## src/rtl/gcbp_line_timing_gen.sv

```systemverilog
// gcbp_line_timing_gen
//   Raster timing source for one video frame. Walks an internal (pix, line)
//   position one step per enabled pixel clock and registers the decodes of
//   that position onto the outputs, so every output lags i_enable by 1 clock.
//   Horizontal and vertical phases are tracked by two small FSMs
//   (ACT -> FP -> SYNC -> BP) that step on the last pixel/line of each phase.
//
// Ports
//   i_clk          pixel clock, rising edge
//   i_resetn       asynchronous active-low reset
//   i_enable       1 = emit one raster position this cycle
//   o_valid        registered i_enable; qualifies all other outputs
//   o_pix_cnt      pixel index in line, 0..H_TOTAL-1
//   o_line_cnt     line index in frame, 0..V_TOTAL-1
//   o_active       visible pixel on a visible line
//   o_hsync        active-low horizontal sync
//   o_vsync        active-low vertical sync
//   o_line_start   strobe on pixel 0 of every line
//   o_frame_start  strobe on pixel 0 of line 0
//
// Handshake: there is no back-pressure. A position is consumed only on a
//   cycle where i_enable is 1; the matching outputs appear on the next
//   cycle with o_valid = 1. With i_enable = 0 the position, counters and
//   sync levels hold and the strobes/valid drop to 0.
module gcbp_line_timing_gen #(
  parameter int H_ACTIVE = 640,
  parameter int H_FP     = 16,
  parameter int H_SYNC   = 96,
  parameter int H_BP     = 48,
  parameter int V_ACTIVE = 480,
  parameter int V_FP     = 10,
  parameter int V_SYNC   = 2,
  parameter int V_BP     = 33
) (
  input  logic       i_clk,
  input  logic       i_resetn,
  input  logic       i_enable,
  output logic       o_valid,
  output logic [9:0] o_pix_cnt,
  output logic [9:0] o_line_cnt,
  output logic       o_active,
  output logic       o_hsync,
  output logic       o_vsync,
  output logic       o_line_start,
  output logic       o_frame_start
);

  localparam int H_TOTAL = H_ACTIVE + H_FP + H_SYNC + H_BP;
  localparam int V_TOTAL = V_ACTIVE + V_FP + V_SYNC + V_BP;

  // Last position of each phase; the FSM leaves the phase after it.
  localparam logic [9:0] H_ACT_END  = 10'(H_ACTIVE - 1);
  localparam logic [9:0] H_FP_END   = 10'(H_ACTIVE + H_FP - 1);
  localparam logic [9:0] H_SYNC_END = 10'(H_ACTIVE + H_FP + H_SYNC - 1);
  localparam logic [9:0] H_LAST     = 10'(H_TOTAL - 1);
  localparam logic [9:0] V_ACT_END  = 10'(V_ACTIVE - 1);
  localparam logic [9:0] V_FP_END   = 10'(V_ACTIVE + V_FP - 1);
  localparam logic [9:0] V_SYNC_END = 10'(V_ACTIVE + V_FP + V_SYNC - 1);
  localparam logic [9:0] V_LAST     = 10'(V_TOTAL - 1);

  typedef enum logic [1:0] {HS_ACT, HS_FP, HS_SYNC, HS_BP} h_state_t;
  typedef enum logic [1:0] {VS_ACT, VS_FP, VS_SYNC, VS_BP} v_state_t;

  h_state_t   h_state, h_next;
  v_state_t   v_state, v_next;
  logic [9:0] pix_q, line_q, pix_next, line_next;
  logic       pix_wrap, line_wrap;
  logic       act_d, hsync_n_d, vsync_n_d, line_start_d, frame_start_d;

  always_ff @(posedge i_clk or negedge i_resetn) begin
    if (!i_resetn) begin
      h_state <= HS_ACT;
      v_state <= VS_ACT;
      pix_q   <= '0;
      line_q  <= '0;
    end else begin
      h_state <= h_next;
      v_state <= v_next;
      pix_q   <= pix_next;
      line_q  <= line_next;
    end
  end

  always_comb begin
    pix_wrap  = (pix_q == H_LAST);
    line_wrap = (line_q == V_LAST);
    h_next    = h_state;
    v_next    = v_state;
    pix_next  = pix_q;
    line_next = line_q;

    if (i_enable) begin
      pix_next = pix_wrap ? '0 : pix_q + 10'd1;
      unique case (h_state)
        HS_ACT:  if (pix_q == H_ACT_END)  h_next = HS_FP;
        HS_FP:   if (pix_q == H_FP_END)   h_next = HS_SYNC;
        HS_SYNC: if (pix_q == H_SYNC_END) h_next = HS_BP;
        HS_BP:   if (pix_wrap)            h_next = HS_ACT;
        default:                          h_next = HS_ACT;
      endcase

      // Vertical state and line count move only on the line-wrap pixel,
      // so vsync and o_line_cnt change together on the next line's pixel 0.
      if (pix_wrap) begin
        line_next = line_wrap ? '0 : line_q + 10'd1;
        unique case (v_state)
          VS_ACT:  if (line_q == V_ACT_END)  v_next = VS_FP;
          VS_FP:   if (line_q == V_FP_END)   v_next = VS_SYNC;
          VS_SYNC: if (line_q == V_SYNC_END) v_next = VS_BP;
          VS_BP:   if (line_wrap)            v_next = VS_ACT;
          default:                           v_next = VS_ACT;
        endcase
      end
    end

    // Decodes of the current position, registered below.
    act_d         = (h_state == HS_ACT) && (v_state == VS_ACT);
    hsync_n_d     = (h_state != HS_SYNC);
    vsync_n_d     = (v_state != VS_SYNC);
    line_start_d  = (pix_q == '0);
    frame_start_d = (pix_q == '0) && (line_q == '0);
  end

  always_ff @(posedge i_clk or negedge i_resetn) begin
    if (!i_resetn) begin
      o_valid       <= 1'b0;
      o_pix_cnt     <= '0;
      o_line_cnt    <= '0;
      o_active      <= 1'b0;
      o_hsync       <= 1'b1;
      o_vsync       <= 1'b1;
      o_line_start  <= 1'b0;
      o_frame_start <= 1'b0;
    end else if (i_enable) begin
      o_valid       <= 1'b1;
      o_pix_cnt     <= pix_q;
      o_line_cnt    <= line_q;
      o_active      <= act_d;
      o_hsync       <= hsync_n_d;
      o_vsync       <= vsync_n_d;
      o_line_start  <= line_start_d;
      o_frame_start <= frame_start_d;
    end else begin
      // Counters and sync levels hold; qualifiers and strobes drop.
      o_valid       <= 1'b0;
      o_active      <= 1'b0;
      o_line_start  <= 1'b0;
      o_frame_start <= 1'b0;
    end
  end

endmodule
```

## config.mk

```make
export PLATFORM = sky130hd
export DESIGN_NAME = gcbp_line_timing_gen
export DESIGN_NICKNAME = d
export VERILOG_FILES = /design/src/rtl/gcbp_line_timing_gen.sv
export SDC_FILE = /design/constraint.sdc
export NUM_CORES = 1
export LEC_CHECK = 0
export CORE_ASPECT_RATIO = 0.7
export CORE_MARGIN = 1.5
export CORE_UTILIZATION = 40
export CTS_CLUSTER_DIAMETER = 200
export DETAILED_ROUTE_END_ITERATION = 10
export PLACE_DENSITY_LB_ADDON = 0.1
export SLEW_MARGIN = 25
export SYNTH_ARGS = -nofsm -noshare
export SYNTH_HDL_FRONTEND = slang
export SYNTH_SLANG_ARGS = --single-unit
```

## constraint.sdc

```tcl
create_clock -name i_clk -period 4.3 [get_ports i_clk]
set_clock_uncertainty 0.1 [all_clocks]
set_input_delay 0.86 -clock i_clk [delete_from_list [all_inputs] [get_ports i_clk]]
set_output_delay 0.86 -clock i_clk [all_outputs]
set_load 0.005 [all_outputs]
```

==> results of run 1 <==
-- worst min-delay path by stage --
| stage | from | end | cells after the start |
|---|---|---|---|
| 2_1_floorplan | o_hsync$_DFFE_PN1P_ | o_hsync$_DFFE_PN1P_ | 2 |
| 3_3_place_gp | o_line_cnt[4]$_DFFE_PN0P_ | o_line_cnt[4]$_DFFE_PN0P_ | 1 |
| 3_5_place_dp | o_hsync$_DFFE_PN1P_ | o_hsync$_DFFE_PN1P_ | 2 |
| 4_1_cts | o_hsync$_DFFE_PN1P_ | o_hsync$_DFFE_PN1P_ | 2 |
| 5_1_grt | o_pix_cnt[6]$_DFFE_PN0P_ | o_pix_cnt[6]$_DFFE_PN0P_ | 1 |
| 6_report | o_hsync$_DFFE_PN1P_ | o_hsync$_DFFE_PN1P_ | 2 |
-- layout make-up --
cell class / count / area share [%]
clock inverter: 3 / 1.51
inverter: 11 / 1.38
tap: 78 / 3.27
sequential: 50 / 42.0
timing repair buffer: 31 / 9.99
clock buffer: 5 / 2.31
multi-input combinational: 146 / 39.5
-- sequential cells by signal, indices dropped and copies added (netlist names), 2 cells and up --
name / flops
o_pix_cnt: 10
pix_q: 10
h_state: 2
line_q: 10
v_state: 2
o_line_cnt: 10
-- cells in the mapped netlist (3+ instances only) --
library cell	n	area, µm²
dfrtp_1	48	1200
mux2_2	20	225
nand2_1	16	60.1
ha_1	15	188
nor2_1	14	52.6
inv_1	11	41.3
o21ai_0	11	55.1
nand3_1	9	45.0
and3_1	7	43.8
xnor2_1	7	61.3
nor3_1	5	25.0
buf_4	4	30.0
xor2_1	4	35.0
and4b_1	3	30.0
mux2i_1	3	30.0
or3_1	3	18.8
-- report_power, final --
part | internal, mW | leakage, nW | switching, mW | total (mW)
registers | 0.520 | 0.619 | 0.0601 | 0.580
clock network | 0.173 | 0.0504 | 0.160 | 0.333
logic | 0.0987 | 0.667 | 0.0671 | 0.166
total | 0.792 | 1.34 | 0.287 | 1.08
-- critical path: cells and delay by family --
kind,cells,cell delay [ps]
and+or+nand+nor,1,490
buffers and inverters,1,950
AOI/OAI and AO/OA,1,160
muxes,1,310
-- cell usage in the layout (no fill, tap or decap), types with 2 or more instances in the layout --
master           instances
dfrtp_1                 48
clkdlybuf4s50_1         27
mux2_2                  20
nand2_1                 16
ha_1                    15
nor2_1                  14
inv_1                   11
o21ai_0                 11
nand3_1                  9
and3_1                   7
xnor2_1                  7
nor3_1                   5
clkbuf_8                 5
xor2_1                   4
or3_1                    3
and4b_1                  3
mux2i_1                  3
buf_4                    3
nor4_1                   2
mux2_4                   2
nand4_1                  2
a31oi_1                  2
clkinvlp_4               2
dfstp_2                  2
-- through the flow --
stage | setup WS, ps | hold WS, ps | instance area, µm²
after CTS | 1600 | 410 | 2980
after floorplan | 2400 | 376 | 2540
final | 1620 | 404 | 2980
after global placement | 1300 | 391 | 2870
after global routing | 1530 | 437 | 2980
after detailed placement | 1270 | 395 | 2870
-- logic make-up after synthesis --
logic type / Yosys count / share of synthesized area, %
DFF: 50 / 49.4
AOI/OAI and AO/OA: 22 / 6.95
adders and majority gates: 15 / 7.39
muxes: 25 / 11.2
xor gates and xnor gates: 11 / 3.79
and+or+nand+nor: 73 / 17.0
buffers and inverters: 20 / 4.24
-- metal layers --
layer  track usage (%)  vias to the layer above  wire length [µm]
met5                 0                        -                 0
met4              3.60                        0                27
met3              3.93                        4               246
met2              18.9                       36              1890
met1              24.5                      784              2690
li1                  -                      815                 -
==> run summary, run 1 <==
Cells fill 48.2% of the core in the end. The total overflow left after global routing is 0. Setup violations remaining at the end of the flow were counted as 0.

For the residual antenna-violating net count after detailed routing, the log shows 0. After the last flow step, the layout net total stands at 263. Using the TritonRoute via totals, the vias-per-cell ratio works out to 5.06.

The cell area that synthesis handed to floorplanning was 0.00254 mm². The count of TritonRoute iterations in the first routing pass is 4, and the wire length of the first global-routing pass is 8090 µm. Entering global routing, the biggest net connects 51 pins. The max-slew violation count was 0; the maximum clock insertion buffer count was 2. At the pin with the least slew margin, the transition time is 736 ps. The portion of the post-synthesis area used by sequential elements is 49.4%, and the detail-routed net length per standard cell is 15.0 µm. TritonCTS built the clock tree.

Setup repair after global routing left no endpoint under its margin. Number of DRC markers after the initial detailed-route iteration: 95. The count of flip-flops with a built-in enable after synthesis came out at 0.

Buffers added to address setup during post-CTS repair amount to 0. The highest attainable clock frequency is 0.373 GHz. Routability-driven placement finished with a final weighted congestion of 0.810. The count of buffers inserted at the top-level ports is 28, and the global routing usage summed across all routing layers is 14.9%. The tools report the count of fill cells added during filler insertion as 575.

The run gives 2330 ps as the reg-to-reg setup timing slack. The count of max-cap constraint violations came out at 0. The path class of the tightest hold or removal check is flip-flop to flip-flop.

Sum of negative setup slack: 0 ps. Synthesis handed over a netlist of 216 instances. The synthesized area per cell came out at 11.8 µm². 29 I/O pins were placed. The logs give 0.00118 mm² for the area of the multi-input gates and 300 ps for the clock latency reported for the late side of the worst-skew pair. For the worst setup path, the data arrival time is 2770 ps. For the level count of the clock H-tree, the log shows 2. The floorplan row count was 24; the number of resized instances in the post-cts repair step was 0.

The kind of critical path is primary input to flip-flop. The count of yosys warnings during synthesis is 0. The number of cells after detailed placement came out at 316.

Among all stages on the critical path, the largest delay is contributed by clkdlybuf4s50_1. The number of antenna violations at the first check in global routing is 0. The starting density of the core is 41.0%. The start point of the critical path was i_enable. The wire-length estimate of the detail-placed layout is 3420 µm. The run gives 50 as the clock sink total. Hold repair after CTS inserted 0 buffers. Data on the critical path is required at its endpoint by 4390 ps.

The number of global-route vias before repair came out at 1550. The routed layout has 1639 vias. The startpoint identified for the worst register-to-register timing path is line_q[5]$_DFFE_PN0P_. The final cycle utilization of the critical path was 62.3%.

The number of cells in the finished layout apart from fillers came out at 324. Area growth from synthesis to layout: 17.4%. For this block, the routed nets add up to 4850 µm of wire.

Kind of start point of the critical path: a primary input. The die area was 0.00684 mm². Following the worst setup path forward leads to its endpoint at v_state[1]$_DFFE_PN0P_. In this run the vertical extent of the chip is 69.7 µm. For this design the ratio of total power to cell area is 362 mW/mm².

The flow ran to the end, and the final reports show no timing, DRC or antenna violations. The logs give 0 for the final antenna diode count and 0.00125 mm² for the footprint of the flip-flops and latches. Clock-pin slew was measured on the worst setup and hold paths at 90 ps. The depth of the most critical reg-to-reg path is 4, and the number of distinct library cells after synthesis is 45. The headroom to the max-slew limit came out at 50.8%. The worst voltage drop across the vdd grid came out at 175 µV.

The logs give 1.08 mW for the overall power after layout and 0 for the final count of hold timing violations. The reg-to-reg critical path endpoint is v_state[1]$_DFFE_PN0P_. The total core area is 0.00619 mm², and the register bit count reported by yosys is 50. The number of nets in the synthesized netlist is 234. STA classifies the critical path endpoint as a flip-flop.

The tools report the static leakage as 1.34 nW. Of all nets on the critical path, the largest fanout is 17. For this run, design rule violations remaining after detail routing come to 0. The commonest register cell after synthesis is dfrtp_1. The worst stage delay on the critical path is 950 ps.

The total clock buffers created by CTS came out at 5. The critical path goes through clkdlybuf4s50_1, and4_4, o2111ai_4, mux2_4. For this run, asynchronously set or reset flops after synthesis account for 100%. The tree is rooted in a clkbuf_8. The proportion of layout cells with a drive suffix above 1 came out at 19.1%.

Shortest period the worst path allows: 2680 ps. The floorplan step set the die width to 98.2 µm.
Note: power is estimated with default switching activity, not from simulation.
==> inputs of run 2 (changes only) <==
==> constraint.sdc (replaced) <==
create_clock -name i_clk -period 2.75 [get_ports i_clk]
set_clock_uncertainty 0.1 [all_clocks]
set_input_delay 0.55 -clock i_clk [delete_from_list [all_inputs] [get_ports i_clk]]
set_output_delay 0.55 -clock i_clk [all_outputs]
set_load 0.005 [all_outputs]
==> run summary, run 2 (synthesis gave the netlist of run 1 again) <==
The flow ran to the end, and the final reports show no timing, DRC or antenna violations. The endpoint type of the worst setup path is a flip-flop (unchanged). The total number of vias was 1651 (was 1639); the number of resized instances in the post-cts repair step was 0 (unchanged). The clock root buffer is clkbuf_8 (unchanged). The detail-routed net length per standard cell came out at 15.5 µm (was 15.0 µm). The proportion of layout cells with a drive suffix above 1 was 19.1% (unchanged). The run gives 0 (unchanged) as the max-slew violation count. Setup repair after global routing left no endpoint under its margin.

The depth of the most critical reg-to-reg path came out at 4 (unchanged). The count of buffers inserted at the top-level ports is 28 (unchanged). The count of TritonRoute iterations in the first routing pass is 4 (unchanged), and the worst stage delay on the critical path is 490 ps (was 950 ps).

The global routing usage summed across all routing layers was 16.1% (was 14.9%); the arrival time reported for the critical path endpoint was 2150 ps (was 2770 ps). The static leakage was 1.36 nW (was 1.34 nW). The final count of hold timing violations came out at 0 (unchanged). For the number of cells after detailed placement, the log shows 316 (unchanged). The maximum clock insertion buffer count is 2 (unchanged). For this run, the top clock speed supported by timing is 0.486 GHz. The pin slew with the least headroom to its limit is 510 ps (was 736 ps), and the HPWL after detailed placement is 3530 µm (was 3420 µm).

The top-level port count was 29 (unchanged). The run gives 0 (unchanged) as the number of remaining DRC errors. Startpoint of the worst-slack reg-to-reg timing path: line_q[8]$_DFFE_PN0P_ (was line_q[5]$_DFFE_PN0P_).

The wire length of the first global-routing pass is 8620 µm (was 8090 µm). The tools report the residual antenna-violating net count after detailed routing as 0 (unchanged). Top library cells by usage in the layout, fill and taps aside: 48 x dfrtp_1, 27 x clkdlybuf4s50_1, 20 x mux2_2 (unchanged). The last weighted congestion value of the routability-driven placer was 0.754 (was 0.810); the via count normalized by instance count was 5.10 (was 5.06).

TritonCTS built the clock tree. The commonest non-fill, non-tap cell in the layout was dfrtp_1 (unchanged). The logs give 24 (unchanged) for the floorplan row count and 286 µV (was 175 µV) for the worst voltage drop across the vdd grid. Required time of the critical path: 2840 ps (was 4390 ps).

The layout net count was 263 (unchanged); the number of cells in the finished layout apart from fillers was 324 (unchanged). The CTS clock-pin slew for the worst setup and hold paths works out to 100 ps (was 90 ps). The clock sink total was 50 (unchanged); the height of the die was 69.7 µm (unchanged). The run gives 0 (unchanged) as the final number of setup-violating endpoints. Maximum net fanout on the critical path: 8 (was 17). The number of antenna violations at the first check in global routing is 0 (unchanged).

Kind of start point of the critical path: a flip-flop (was a primary input). The area growth from synthesis to layout came out at 19.1% (was 17.4%). The sum of negative setup slack was 0 ps (unchanged); the final global-route overflow total was 0 (unchanged). The run gives 0 (unchanged) as the count of max-cap constraint violations. The clock latency reported for the late side of the worst-skew pair was 310 ps (was 300 ps). The number of DRC markers after the initial detailed-route iteration was 79 (was 95); the starting density of the core was 41.0% (unchanged).

Cells along the critical path: nor4_1, and4b_1, o2111ai_4, mux2_4 (was clkdlybuf4s50_1, and4_4, o2111ai_4, mux2_4). The type of the worst min-delay path is primary input to asynchronous set/reset pin (was flip-flop to flip-flop). Total clock buffers created by CTS: 5 (unchanged). The cts-stage hold buffer count was 0 (unchanged); the power per cell area was 600 mW/mm² (was 362 mW/mm²).

The final cycle utilization of the critical path works out to 74.8%. The die area is 0.00684 mm² (unchanged), and the number of global-route vias before repair is 1677 (was 1550). The buffers inserted during post-CTS setup optimization was 0 (unchanged). Worst-path cell with the longest stage delay: and4b_1 (was clkdlybuf4s50_1).

The level count of the clock H-tree is 2 (unchanged). Start point of the critical path: line_q[8]$_DFFE_PN0P_ (was i_enable). The kind of critical path is flip-flop to flip-flop (was primary input to flip-flop). The run gives 31 (was 51) as the pin count of the biggest net entering global routing. The die span in x is 98.2 µm (unchanged), and the post-detailed-routing wire length is 5030 µm (was 4850 µm).

For the finished layout, the period the worst path requires is 2060 ps. The total core area was 0.00619 mm² (unchanged). The logs give 66.0% (was 50.8%) for the headroom to the max-slew limit and 0 (unchanged) for the final antenna diode count.
## run 2: changes by cell type in the layout (fill, tap and decap cells not counted), sizes merged
cell / change
bufinv: +1
clkinvlp: -2
clkbuf: +1
## run 2: stage by stage
step                hold WS (ps)  worst slack, ps  area, µm²  utilization, %  total power [mW]
floorplan                    154             1020       2540               -              1.05
global placement             381              436       2880            46.6              1.19
detailed placement           385              388       2880            46.6              1.19
CTS                          123              703       3020            48.9              1.83
global route                 125              623       3020            48.9              1.92
finish                       102              693       3020            48.9              1.81
## run 2: power by group
part	switching [mW]	internal, mW	total, mW	leakage, nW
logic	0.108	0.156	0.264	0.671
clock network	0.252	0.388	0.640	0.0714
registers	0.0971	0.813	0.910	0.619
## run 2: final timing paths
path                                            endpoint  slack, ps
worst max-delay path              v_state[1]$_DFFE_PN0P_        690
worst min-delay path            o_pix_cnt[0]$_DFFE_PN0P_        100
worst max register to register    v_state[1]$_DFFE_PN0P_        690
worst min register to register       o_vsync$_DFFE_PN1P_        390
max in group asynchronous          line_q[1]$_DFFE_PN0P_       1910
min in group i_clk                   o_vsync$_DFFE_PN1P_        390
## run 2: worst max-delay path: cells and delay by family (launching register included)
kind,cells,cell delay [ps]
AOI/OAI and AO/OA,1,160
and+or+nand+nor,2,890
DFF,1,460
muxes,1,320
## run 2: routing by layer
layer  part of all wire [%]  GRT usage [%]  wire length [µm]  vias up
met2                     38           21.0              1930       32
met4                   0.87           4.69                44        0
li1                       -              -                 -      812
met5                      0              0                 0        -
met1                     56           26.0              2800      801
met3                    5.1           3.93               259        6
## run 2: area by class of cell
cell class                      count  area (µm²)
Fill cell                         582        3160
Sequential cell                    50        1250
Multi-Input combinational cell    146        1180
Timing Repair Buffer               31         310
Tap cell                           78        97.6
Clock buffer                        6        82.6
Clock inverter                      2        60.1
Inverter                           11        41.3
